## config.mk

```make
export PLATFORM = sky130hd
export DESIGN_NAME = uart_cmd_framer
export DESIGN_NICKNAME = d
export VERILOG_FILES = /design/src/rtl/uart_cmd_framer.sv
export SDC_FILE = /design/constraint.sdc
export NUM_CORES = 1
export LEC_CHECK = 0
export CAP_MARGIN = 20
export CORE_UTILIZATION = 40
export DETAILED_ROUTE_END_ITERATION = 8
export PLACE_DENSITY = 0.72
export REMOVE_ABC_BUFFERS = 1
export SYNTH_ARGS = -nofsm -noshare
export SYNTH_HDL_FRONTEND = slang
export SYNTH_SLANG_ARGS = --single-unit
```

## constraint.sdc

```tcl
create_clock -name clk -period 4 [get_ports clk]
set_input_delay 0.6 -clock clk [delete_from_list [all_inputs] [get_ports clk]]
set_output_delay 0.6 -clock clk [all_outputs]
set_load 0.01 [all_outputs]
```

## src/rtl/uart_cmd_framer.sv

```systemverilog
`default_nettype none
// ============================================================================
//  Module   : uart_cmd_framer
//  Purpose  : Host-link framer between the UART and the command dispatcher.
//             RX path assembles CMD_BYTES-byte command frames from UART bytes
//             and drops a partial frame when the inter-byte gap exceeds
//             TIMEOUT_CYC clocks. TX path hands a response byte stream to the
//             UART transmitter one byte per tx_done.
//  Ports    : clk, rst                 - clock, synchronous active-high reset
//             rx_data, rx_rdy          - byte from UART receiver
//             clr_rx_rdy               - pulse: byte consumed
//             cmd, cmd_rdy             - assembled frame (byte 0 in MSBs), held
//             clr_cmd_rdy              - dispatcher consumed cmd
//             frame_err                - pulse: partial frame dropped
//             resp_data, resp_vld      - response byte from dispatcher
//             resp_ack                 - pulse: response byte accepted
//             tx_data, trmt, tx_done   - UART transmitter handshake
//  Revision : 1.0  initial parametrised release
// ============================================================================
module uart_cmd_framer #(
    parameter int CMD_BYTES   = 3,
    parameter int TIMEOUT_CYC = 65535,
    parameter int TMR_W       = 16
) (
    input  logic                   clk,
    input  logic                   rst,
    input  logic [7:0]             rx_data,
    input  logic                   rx_rdy,
    output logic                   clr_rx_rdy,
    output logic [8*CMD_BYTES-1:0] cmd,
    output logic                   cmd_rdy,
    input  logic                   clr_cmd_rdy,
    output logic                   frame_err,
    input  logic [7:0]             resp_data,
    input  logic                   resp_vld,
    output logic                   resp_ack,
    output logic [7:0]             tx_data,
    output logic                   trmt,
    input  logic                   tx_done
);

    localparam int c_CMD_W = 8 * CMD_BYTES;
    localparam int c_CNT_W = $clog2(CMD_BYTES + 1);
    localparam logic [c_CNT_W-1:0] c_CNT_LAST = c_CNT_W'(CMD_BYTES - 1);

    typedef enum logic [1:0] {
        RX_COLLECT = 2'd0,
        RX_CLRWAIT = 2'd1,
        RX_HOLD    = 2'd2
    } rx_state_t;

    typedef enum logic [0:0] {
        TX_IDLE = 1'b0,
        TX_BUSY = 1'b1
    } tx_state_t;

    // ------------------------------------------------------------------------
    // RX path
    // ------------------------------------------------------------------------
    rx_state_t            r_rx_state_q, w_rx_state_d;
    logic [c_CNT_W-1:0]   r_cnt_q,      w_cnt_d;
    logic [c_CMD_W-1:0]   r_cmd_q,      w_cmd_d;
    logic                 r_cmd_rdy_q,  w_cmd_rdy_d;
    logic [c_CMD_W-1:0]   w_cmd_shift;
    logic                 w_capture;
    logic                 w_expire;
    logic                 w_clr_rx_rdy;
    logic                 w_frame_err;

    // A byte is taken only in COLLECT; CLRWAIT gives the UART a cycle to drop
    // rx_rdy and HOLD applies backpressure until the frame is consumed.
    assign w_capture = (r_rx_state_q == RX_COLLECT) && rx_rdy;

    generate
        if (CMD_BYTES > 1) begin : g_shift_multi
            assign w_cmd_shift = {r_cmd_q[c_CMD_W-9:0], rx_data};
        end else begin : g_shift_single
            assign w_cmd_shift = rx_data;
        end
    endgenerate

    // Inter-byte timer. It only runs while a partial frame is outstanding,
    // and a byte captured on the expiry cycle takes priority over the error.
    generate
        if (TIMEOUT_CYC > 0) begin : g_timer
            localparam logic [TMR_W-1:0] c_TMR_LAST = TMR_W'(TIMEOUT_CYC - 1);

            logic [TMR_W-1:0] r_tmr_q, w_tmr_d;
            logic             w_tmr_run;

            assign w_tmr_run = (r_rx_state_q != RX_HOLD) && (r_cnt_q != '0);
            assign w_expire  = w_tmr_run && !w_capture && (r_tmr_q == c_TMR_LAST);

            always_comb begin
                w_tmr_d = '0;
                if (w_tmr_run && !w_capture && !w_expire) begin
                    w_tmr_d = r_tmr_q + TMR_W'(1);
                end
            end

            always_ff @(posedge clk) begin
                if (rst) begin
                    r_tmr_q <= '0;
                end else begin
                    r_tmr_q <= w_tmr_d;
                end
            end
        end else begin : g_no_timer
            assign w_expire = 1'b0;
        end
    endgenerate

    always_comb begin
        w_rx_state_d = r_rx_state_q;
        w_cnt_d      = r_cnt_q;
        w_cmd_d      = r_cmd_q;
        w_cmd_rdy_d  = r_cmd_rdy_q;
        w_clr_rx_rdy = 1'b0;
        w_frame_err  = 1'b0;

        case (r_rx_state_q)
            RX_COLLECT: begin
                if (w_capture) begin
                    w_clr_rx_rdy = 1'b1;
                    w_cmd_d      = w_cmd_shift;
                    w_cnt_d      = r_cnt_q + c_CNT_W'(1);
                    if (r_cnt_q == c_CNT_LAST) begin
                        w_rx_state_d = RX_HOLD;
                        w_cmd_rdy_d  = 1'b1;
                    end else begin
                        w_rx_state_d = RX_CLRWAIT;
                    end
                end else if (w_expire) begin
                    w_cnt_d     = '0;
                    w_frame_err = 1'b1;
                end
            end

            RX_CLRWAIT: begin
                w_rx_state_d = RX_COLLECT;
                if (w_expire) begin
                    w_cnt_d     = '0;
                    w_frame_err = 1'b1;
                end
            end

            RX_HOLD: begin
                if (clr_cmd_rdy) begin
                    w_cmd_rdy_d  = 1'b0;
                    w_cnt_d      = '0;
                    w_rx_state_d = RX_COLLECT;
                end
            end

            default: begin
                w_rx_state_d = RX_COLLECT;
                w_cnt_d      = '0;
                w_cmd_rdy_d  = 1'b0;
            end
        endcase
    end

    always_ff @(posedge clk) begin
        if (rst) begin
            r_rx_state_q <= RX_COLLECT;
            r_cnt_q      <= '0;
            r_cmd_q      <= '0;
            r_cmd_rdy_q  <= 1'b0;
        end else begin
            r_rx_state_q <= w_rx_state_d;
            r_cnt_q      <= w_cnt_d;
            r_cmd_q      <= w_cmd_d;
            r_cmd_rdy_q  <= w_cmd_rdy_d;
        end
    end

    // ------------------------------------------------------------------------
    // TX path
    // ------------------------------------------------------------------------
    tx_state_t  r_tx_state_q, w_tx_state_d;
    logic [7:0] r_tx_data_q,  w_tx_data_d;
    logic       w_tx_accept;

    always_comb begin
        w_tx_state_d = r_tx_state_q;
        w_tx_data_d  = r_tx_data_q;
        w_tx_accept  = 1'b0;

        case (r_tx_state_q)
            TX_IDLE: begin
                if (resp_vld) begin
                    w_tx_accept  = 1'b1;
                    w_tx_data_d  = resp_data;
                    w_tx_state_d = TX_BUSY;
                end
            end

            TX_BUSY: begin
                if (tx_done) begin
                    w_tx_state_d = TX_IDLE;
                end
            end

            default: begin
                w_tx_state_d = TX_IDLE;
            end
        endcase
    end

    always_ff @(posedge clk) begin
        if (rst) begin
            r_tx_state_q <= TX_IDLE;
            r_tx_data_q  <= '0;
        end else begin
            r_tx_state_q <= w_tx_state_d;
            r_tx_data_q  <= w_tx_data_d;
        end
    end

    // ------------------------------------------------------------------------
    // Outputs. The handshake pulses are decoded from current state and inputs,
    // so they are masked while reset is asserted to keep every output at 0.
    // ------------------------------------------------------------------------
    assign clr_rx_rdy = w_clr_rx_rdy && !rst;
    assign frame_err  = w_frame_err  && !rst;
    assign cmd        = r_cmd_q;
    assign cmd_rdy    = r_cmd_rdy_q;
    assign trmt       = w_tx_accept  && !rst;
    assign resp_ack   = w_tx_accept  && !rst;
    assign tx_data    = r_tx_data_q;

endmodule
`default_nettype wire
```

==> impl_metrics.json, run 1 <==
{
  "n_fill_cell": 503,
  "grt_antenna_before_repair": 0,
  "hp-class": "reg -> reg",
  "crit_family": "buffers and inverters",
  "synth_cells": 257,
  "fmax_mhz": 341.5,
  "cp.arrival_ns": 2.33,
  "rr_worst_depth": 4,
  "cp_common_cell": "clkdlybuf4s50_1",
  "syn_to_final_growth_pct": 32.47,
  "endpoint_kind": "output port",
  "synth.area.top_cells": "dfxtp_1 51%, nand2_1 13%, a21oi_1 7.8%, xnor2_1 4.1%, nor2_1 3.5%",
  "clk_latency_ns": 0.30,
  "max_stage_delay_ns": 0.57,
  "multi_input_area_sq_um": 955.9,
  "routed_via_density": 4.761,
  "finalSetupTns_ns": 0,
  "dpl.hpwl_um": 2854,
  "drive_above_1_share_pct": 5.161,
  "p_per_area_nw_per_um2": 344.4,
  "hold_depth": 2,
  "core_region_area_sq_um": 5107,
  "setup_viol": 0,
  "cp_max_fo": 4,
  "post_cts_resized": 0,
  "grt_max_degree": 41,
  "initial_core_util_pct": 41.72,
  "hold-path-endpoint": "cmd[23]",
  "num_vias": 1809,
  "relSlewSlack_pct": 64.88,
  "synth-adder-area-share_pct": 2.349,
  "finalHoldViolations": 0,
  "tritoncts": "yes",
  "period_minus_slack_ns": 2.928,
  "ys.flop_type": "dfxtp_1",
  "status": "finished, final reports clean",
  "drtPass1Iterations": 4,
  "synth_top_area_share_pct": 50.73,
  "globalRoute.totalOverflow": 0,
  "synthSimpleGateAreaFrac_pct": 26.60,
  "initialDrtViolationCount": 107,
  "synthArstFlopShare_pct": 0,
  "rrSetupSlack_ns": 2.35,
  "max-vdd-ir-drop_mv": 0.1692,
  "port_buffers": 58,
  "dpl_cell_area_sq_um": 2743,
  "fin_ws_ns": 1.072,
  "worst-setup-path-type": "in -> out",
  "hp-start": "cmd[23]",
  "muxShareOfSynthArea_pct": 0.5285,
  "crit_chain": "clkdlybuf4s50_1 > or3b_2 > nor2_1 > clkdlybuf4s50_1",
  "fin_area_sq_um": 2823,
  "syn-mean-instance-area_sq_um": 8.291,
  "crit_buf_inv": 2,
  "die_area_sq_um": 5623,
  "avgRoutedWirePerCell_um": 11.00,
  "die_y_um": 74.99,
  "maxCapViolations": 0,
  "htreeDepth": 2,
  "grt_pass1_wl_um": 6789,
  "track_usage_pct": 15.93,
  "cp.required_ns": 3.40,
  "cts.clk_slew.worst_paths_ns": 0.09,
  "synth-seq-area-share_pct": 50.73,
  "io_pins": 59,
  "holdBufCountCts": 0,
  "slowest_stage": "clkdlybuf4s50_1",
  "nets": 336,
  "synthXorXnorAreaFrac_pct": 5.755,
  "yosysUniqueCellTypes": 32,
  "drv_slew": 0,
  "min_period_over_period_pct": 73.20,
  "root_buffer": "clkbuf_8",
  "grt_pass1_vias": 1584,
  "start_kind": "primary input",
  "yosysWarnings": 0,
  "rsz0062_at_grt": "false",
  "totalWireLength_um": 4179,
  "worst_pin_slew_ns": 0.5258,
  "antenna_cells": 0,
  "postCtsSetupBuffers": 0,
  "clkSinkCount": 54,
  "regArea_sq_um": 1081,
  "ys_seq_elements": 54,
  "clockBufferDepth": 2,
  "synth_top_family_by_area": "simple AND/OR/NAND/NOR gates",
  "r2r-start": "g_timer.r_tmr_q[4]",
  "fin_worst_skew_ns": 0.004083,
  "synth_compound_area_share_pct": 9.630,
  "synth_edf_count": 0,
  "power.leakage_nw": 0.9219,
  "cts_made_buffers": 5,
  "rows": 26,
  "syn_area_sq_um": 2131,
  "drc": 0,
  "gp_routability_congestion": 0.8098,
  "antenna_left": 0,
  "synth_top_area_cell": "dfxtp_1",
  "finish.utilization_pct": 55.27,
  "die_w_um": 74.99,
  "dp_slack_ns": 1.068,
  "reg2reg_to": "r_cnt_q[1]"
}
layout by cell type (no fill, tap or decap), types with 2 or more instances in the layout:
master	Yosys	routed
dfxtp_1	54	54
ha_1	4	4
buf_4	1	3
clkbuf_8	0	5
inv_1	4	4
nand2_1	73	73
nor2_1	20	20
a21oi_1	33	33
nor4_1	3	3
clkdlybuf4s50_1	0	58
nor3_1	9	9
xnor2_1	10	10
nand2b_1	2	2
nand3_1	3	3
xor2_1	4	4
nand4_1	8	8
or3_1	2	2
power breakdown:
part           total, mW  switching (mW)  internal (mW)
logic              0.122          0.0581         0.0637
registers          0.568          0.0125          0.556
clock network      0.282           0.162          0.120
total              0.972           0.233          0.740
cell usage after synthesis (all sizes together), types with 2 or more instances:
master  number
nand2       73
dfxtp       54
a21oi       33
nor2        20
clkbuf      10
xnor2       10
nor3         9
nand4        8
buf          5
ha           4
inv          4
nand3        4
xor2         4
nand2b       3
nor4         3
or3          2
state kept, by name, summed over array words and instances (netlist names):
signal           flops
cmd                 24
g_timer.r_tmr_q     16
tx_data              8
r_cnt_q              2
r_rx_state_q         2
cmd_rdy              1
r_tx_state_q         1
stage by stage:
stage,total power [mW],hold slack [ns],std cells
floorplan,0.6299,0.4516,242
global placement,0.7019,0.4420,373
detailed placement,0.7038,0.4477,373
CTS,0.9874,0.4608,380
global route,1.027,0.4802,380
finish,0.9723,0.4579,380
cells by family (layout without fill, tap and decap cells):
family / count (synthesis) / after routing
flops: 54 / 54
buf+inv: 19 / 72
simple gates: 127 / 127
xor+xnor: 14 / 14
fa+ha+maj: 4 / 4
mux: 1 / 1
compound gates: 38 / 38
worst register-to-register path: cells and delay by family (launching register included):
family / cells / cell delay [ns]
compound gates: 1 / 0.09
simple gates: 3 / 1.01
flops: 1 / 0.42
per-layer routing:
metal | up-vias | track usage, % | wire length [um]
met1 | 811 | 19.73 | 1939
li1 | 948 | - | -
met4 | 0 | 8.176 | 76
met3 | 7 | 4.819 | 246
met5 | - | 0 | 0
met2 | 43 | 25.13 | 1917
area by class of cell:
cell class,instances,share of cell area (%)
sequential,54,38.30
multi-input combinational,184,33.87
timing repair buffer,61,21.37
tap,70,3.103
clock buffer,6,2.571
inverter,4,0.5319
clock inverter,1,0.2660
how the worst max path moves through the flow:
stage,slack (ns),to,cells past startpoint,startpoint
final,1.07,clr_rx_rdy,4,rx_rdy
after global routing,1.02,clr_rx_rdy,4,rx_rdy
after CTS,1.05,clr_rx_rdy,4,rx_rdy
after detailed placement,1.07,clr_rx_rdy,4,rx_rdy
after global placement,1.10,clr_rx_rdy,4,rx_rdy
after floorplan,1.88,clr_rx_rdy,2,rx_rdy
No activity file was read; power rests on OpenSTA's default activity.
==> inputs of run 2 (changes only) <==
--- a/config.mk
+++ b/config.mk
@@ -8,7 +8,7 @@
 export CAP_MARGIN = 20
 export CORE_UTILIZATION = 40
 export DETAILED_ROUTE_END_ITERATION = 8
-export PLACE_DENSITY = 0.72
+export PLACE_DENSITY = 0.74
 export REMOVE_ABC_BUFFERS = 1
 export SYNTH_ARGS = -nofsm -noshare
 export SYNTH_HDL_FRONTEND = slang
==> constraint.sdc (replaced) <==
create_clock -name clk -period 2.6 [get_ports clk]
set_input_delay 0.39 -clock clk [delete_from_list [all_inputs] [get_ports clk]]
set_output_delay 0.39 -clock clk [all_outputs]
set_load 0.01 [all_outputs]
==> run 2 against run 1 <==
  * Sequential share of layout area fell by 0.22 points
  * Register-to-register slack got worse by 1.4 ns
  * First-iteration DRC count fell by 22%
  * Final cell count rose by 0.79%
  * Non-clock buffer count rose by 3
  * Clock power rose by 54%
  * Routed wire length rose by 3.4%
==> impl_metrics.json, run 2 (synthesized netlist as in run 1, its figures left out) <==
{
  "worst-setup-path-type": "in -> out",
  "multi_input_area_sq_um": 955.9,
  "fin_cells": 383,
  "htreeDepth": 2,
  "totalWireLength_um": 4320,
  "drc": 0,
  "relSlewSlack_pct": 61.96,
  "grt_pass1_vias": 1626,
  "die_area_sq_um": 5623,
  "cts_made_buffers": 5,
  "min_period_over_period_pct": 95.15,
  "port_buffers": 58,
  "max-vdd-ir-drop_mv": 0.4175,
  "wl_met3_um": 230,
  "start_kind": "primary input",
  "placedCellCount": 375,
  "nets": 339,
  "worst_pin_slew_ns": 0.5695,
  "n_fill_cell": 500,
  "cp_max_fo": 4,
  "drive_above_1_share_pct": 7.029,
  "grt_antenna_before_repair": 0,
  "num_vias": 1818,
  "period_minus_slack_ns": 2.474,
  "wl_met2_um": 2027,
  "rows": 26,
  "cp.arrival_ns": 2.08,
  "cts.clk_slew.worst_paths_ns": 0.08,
  "avgRoutedWirePerCell_um": 11.28,
  "finalSetupTns_ns": 0,
  "layout_commonest_cell": "nand2_1",
  "drv_slew": 0,
  "clockBufferDepth": 2,
  "endpoint_kind": "output port",
  "dpl.hpwl_um": 3027,
  "maxCapViolations": 0,
  "holdBufCountCts": 0,
  "initialDrtViolationCount": 83,
  "p_per_area_nw_per_um2": 526.7,
  "fin_worst_skew_ns": 0.008734,
  "setup_viol": 0,
  "antenna_cells": 0,
  "wl_met1_um": 2011,
  "die_y_um": 74.99,
  "core_region_area_sq_um": 5107,
  "cp.required_ns": 2.21,
  "root_buffer": "clkbuf_8",
  "tritoncts": "yes",
  "initial_core_util_pct": 41.72,
  "track_usage_pct": 16.47,
  "hold_ws_ns": 0.4547,
  "regArea_sq_um": 1084,
  "io_pins": 59,
  "gp_routability_congestion": 0.7698,
  "largest_reg_flops": 24,
  "power.leakage_nw": 0.9483,
  "rsz0062_at_grt": "false",
  "status": "finished, final reports clean",
  "die_w_um": 74.99,
  "fmax_mhz": 404.2,
  "finish.utilization_pct": 55.71,
  "final_cell_mix": "73 x nand2_1, 57 x clkdlybuf4s50_1, 52 x dfxtp_1",
  "rrSetupSlack_ns": 0.97,
  "hp-class": "reg -> reg",
  "antenna_left": 0,
  "grt_pass1_wl_um": 6975,
  "globalRoute.totalOverflow": 0,
  "drtPass1Iterations": 4,
  "clkSinkCount": 54,
  "finalHoldViolations": 0,
  "grt_max_degree": 41,
  "syn_to_final_growth_pct": 33.53,
  "top_layer": "met4",
  "routed_via_density": 4.747,
  "clk_latency_ns": 0.30
}
## run 2: metal layers
metal  up-vias  global-route usage [%]
met4         0                   6.918
met3         5                   4.150
met2        35                   30.03
li1        954                       -
met1       824                   18.14
met5         -                       0
## run 2: metrics by stage
stage          setup WS (ns)  instance area [sq um]  power [mW]
4_1_cts               0.1193                   2845       1.520
3_5_place_dp         0.03851                   2758       1.085
5_1_grt              0.06651                   2845       1.578
2_1_floorplan         0.8240                   2052      0.9690
6_report              0.1260                   2845       1.499
3_3_place_gp         0.06873                   2758       1.082
## run 2: where the power goes
group / internal, mW / switching (mW) / total, mW
combinational: 0.100 / 0.0898 / 0.190
clock: 0.181 / 0.254 / 0.435
sequential: 0.855 / 0.0181 / 0.873
## run 2: area by class of cell
type                            instances  share of cell area (%)
Timing Repair Buffer                   64                   21.94
Sequential cell                        54                   38.08
Clock inverter                          2                  0.3518
Clock buffer                            5                   2.419
Inverter                                4                  0.5277
Multi-Input combinational cell        184                   33.60
Tap cell                               70                   3.078
## run 2: final timing paths
check                           start    endpoint  cells past startpoint
setup / recovery               rx_rdy  clr_rx_rdy                      4
hold / removal                cmd[19]     cmd[19]                      2
setup reg to reg  g_timer.r_tmr_q[12]  r_cnt_q[1]                      4
hold reg to reg               cmd[19]     cmd[19]                      2
## run 2: what timing repair did
item                                   4_1_cts  5_1_grt
setup endpoints to repair                    1        0
buffers inserted                             1        0
gates resized for setup                      3        0
endpoints found under the hold margin        0        0
## run 2: critical path, stage by stage
cell and delay (ns):
clkdlybuf4s50_1 0.52, or3b_2 0.47, nor2_1 0.15, clkdlybuf4s50_1 0.56
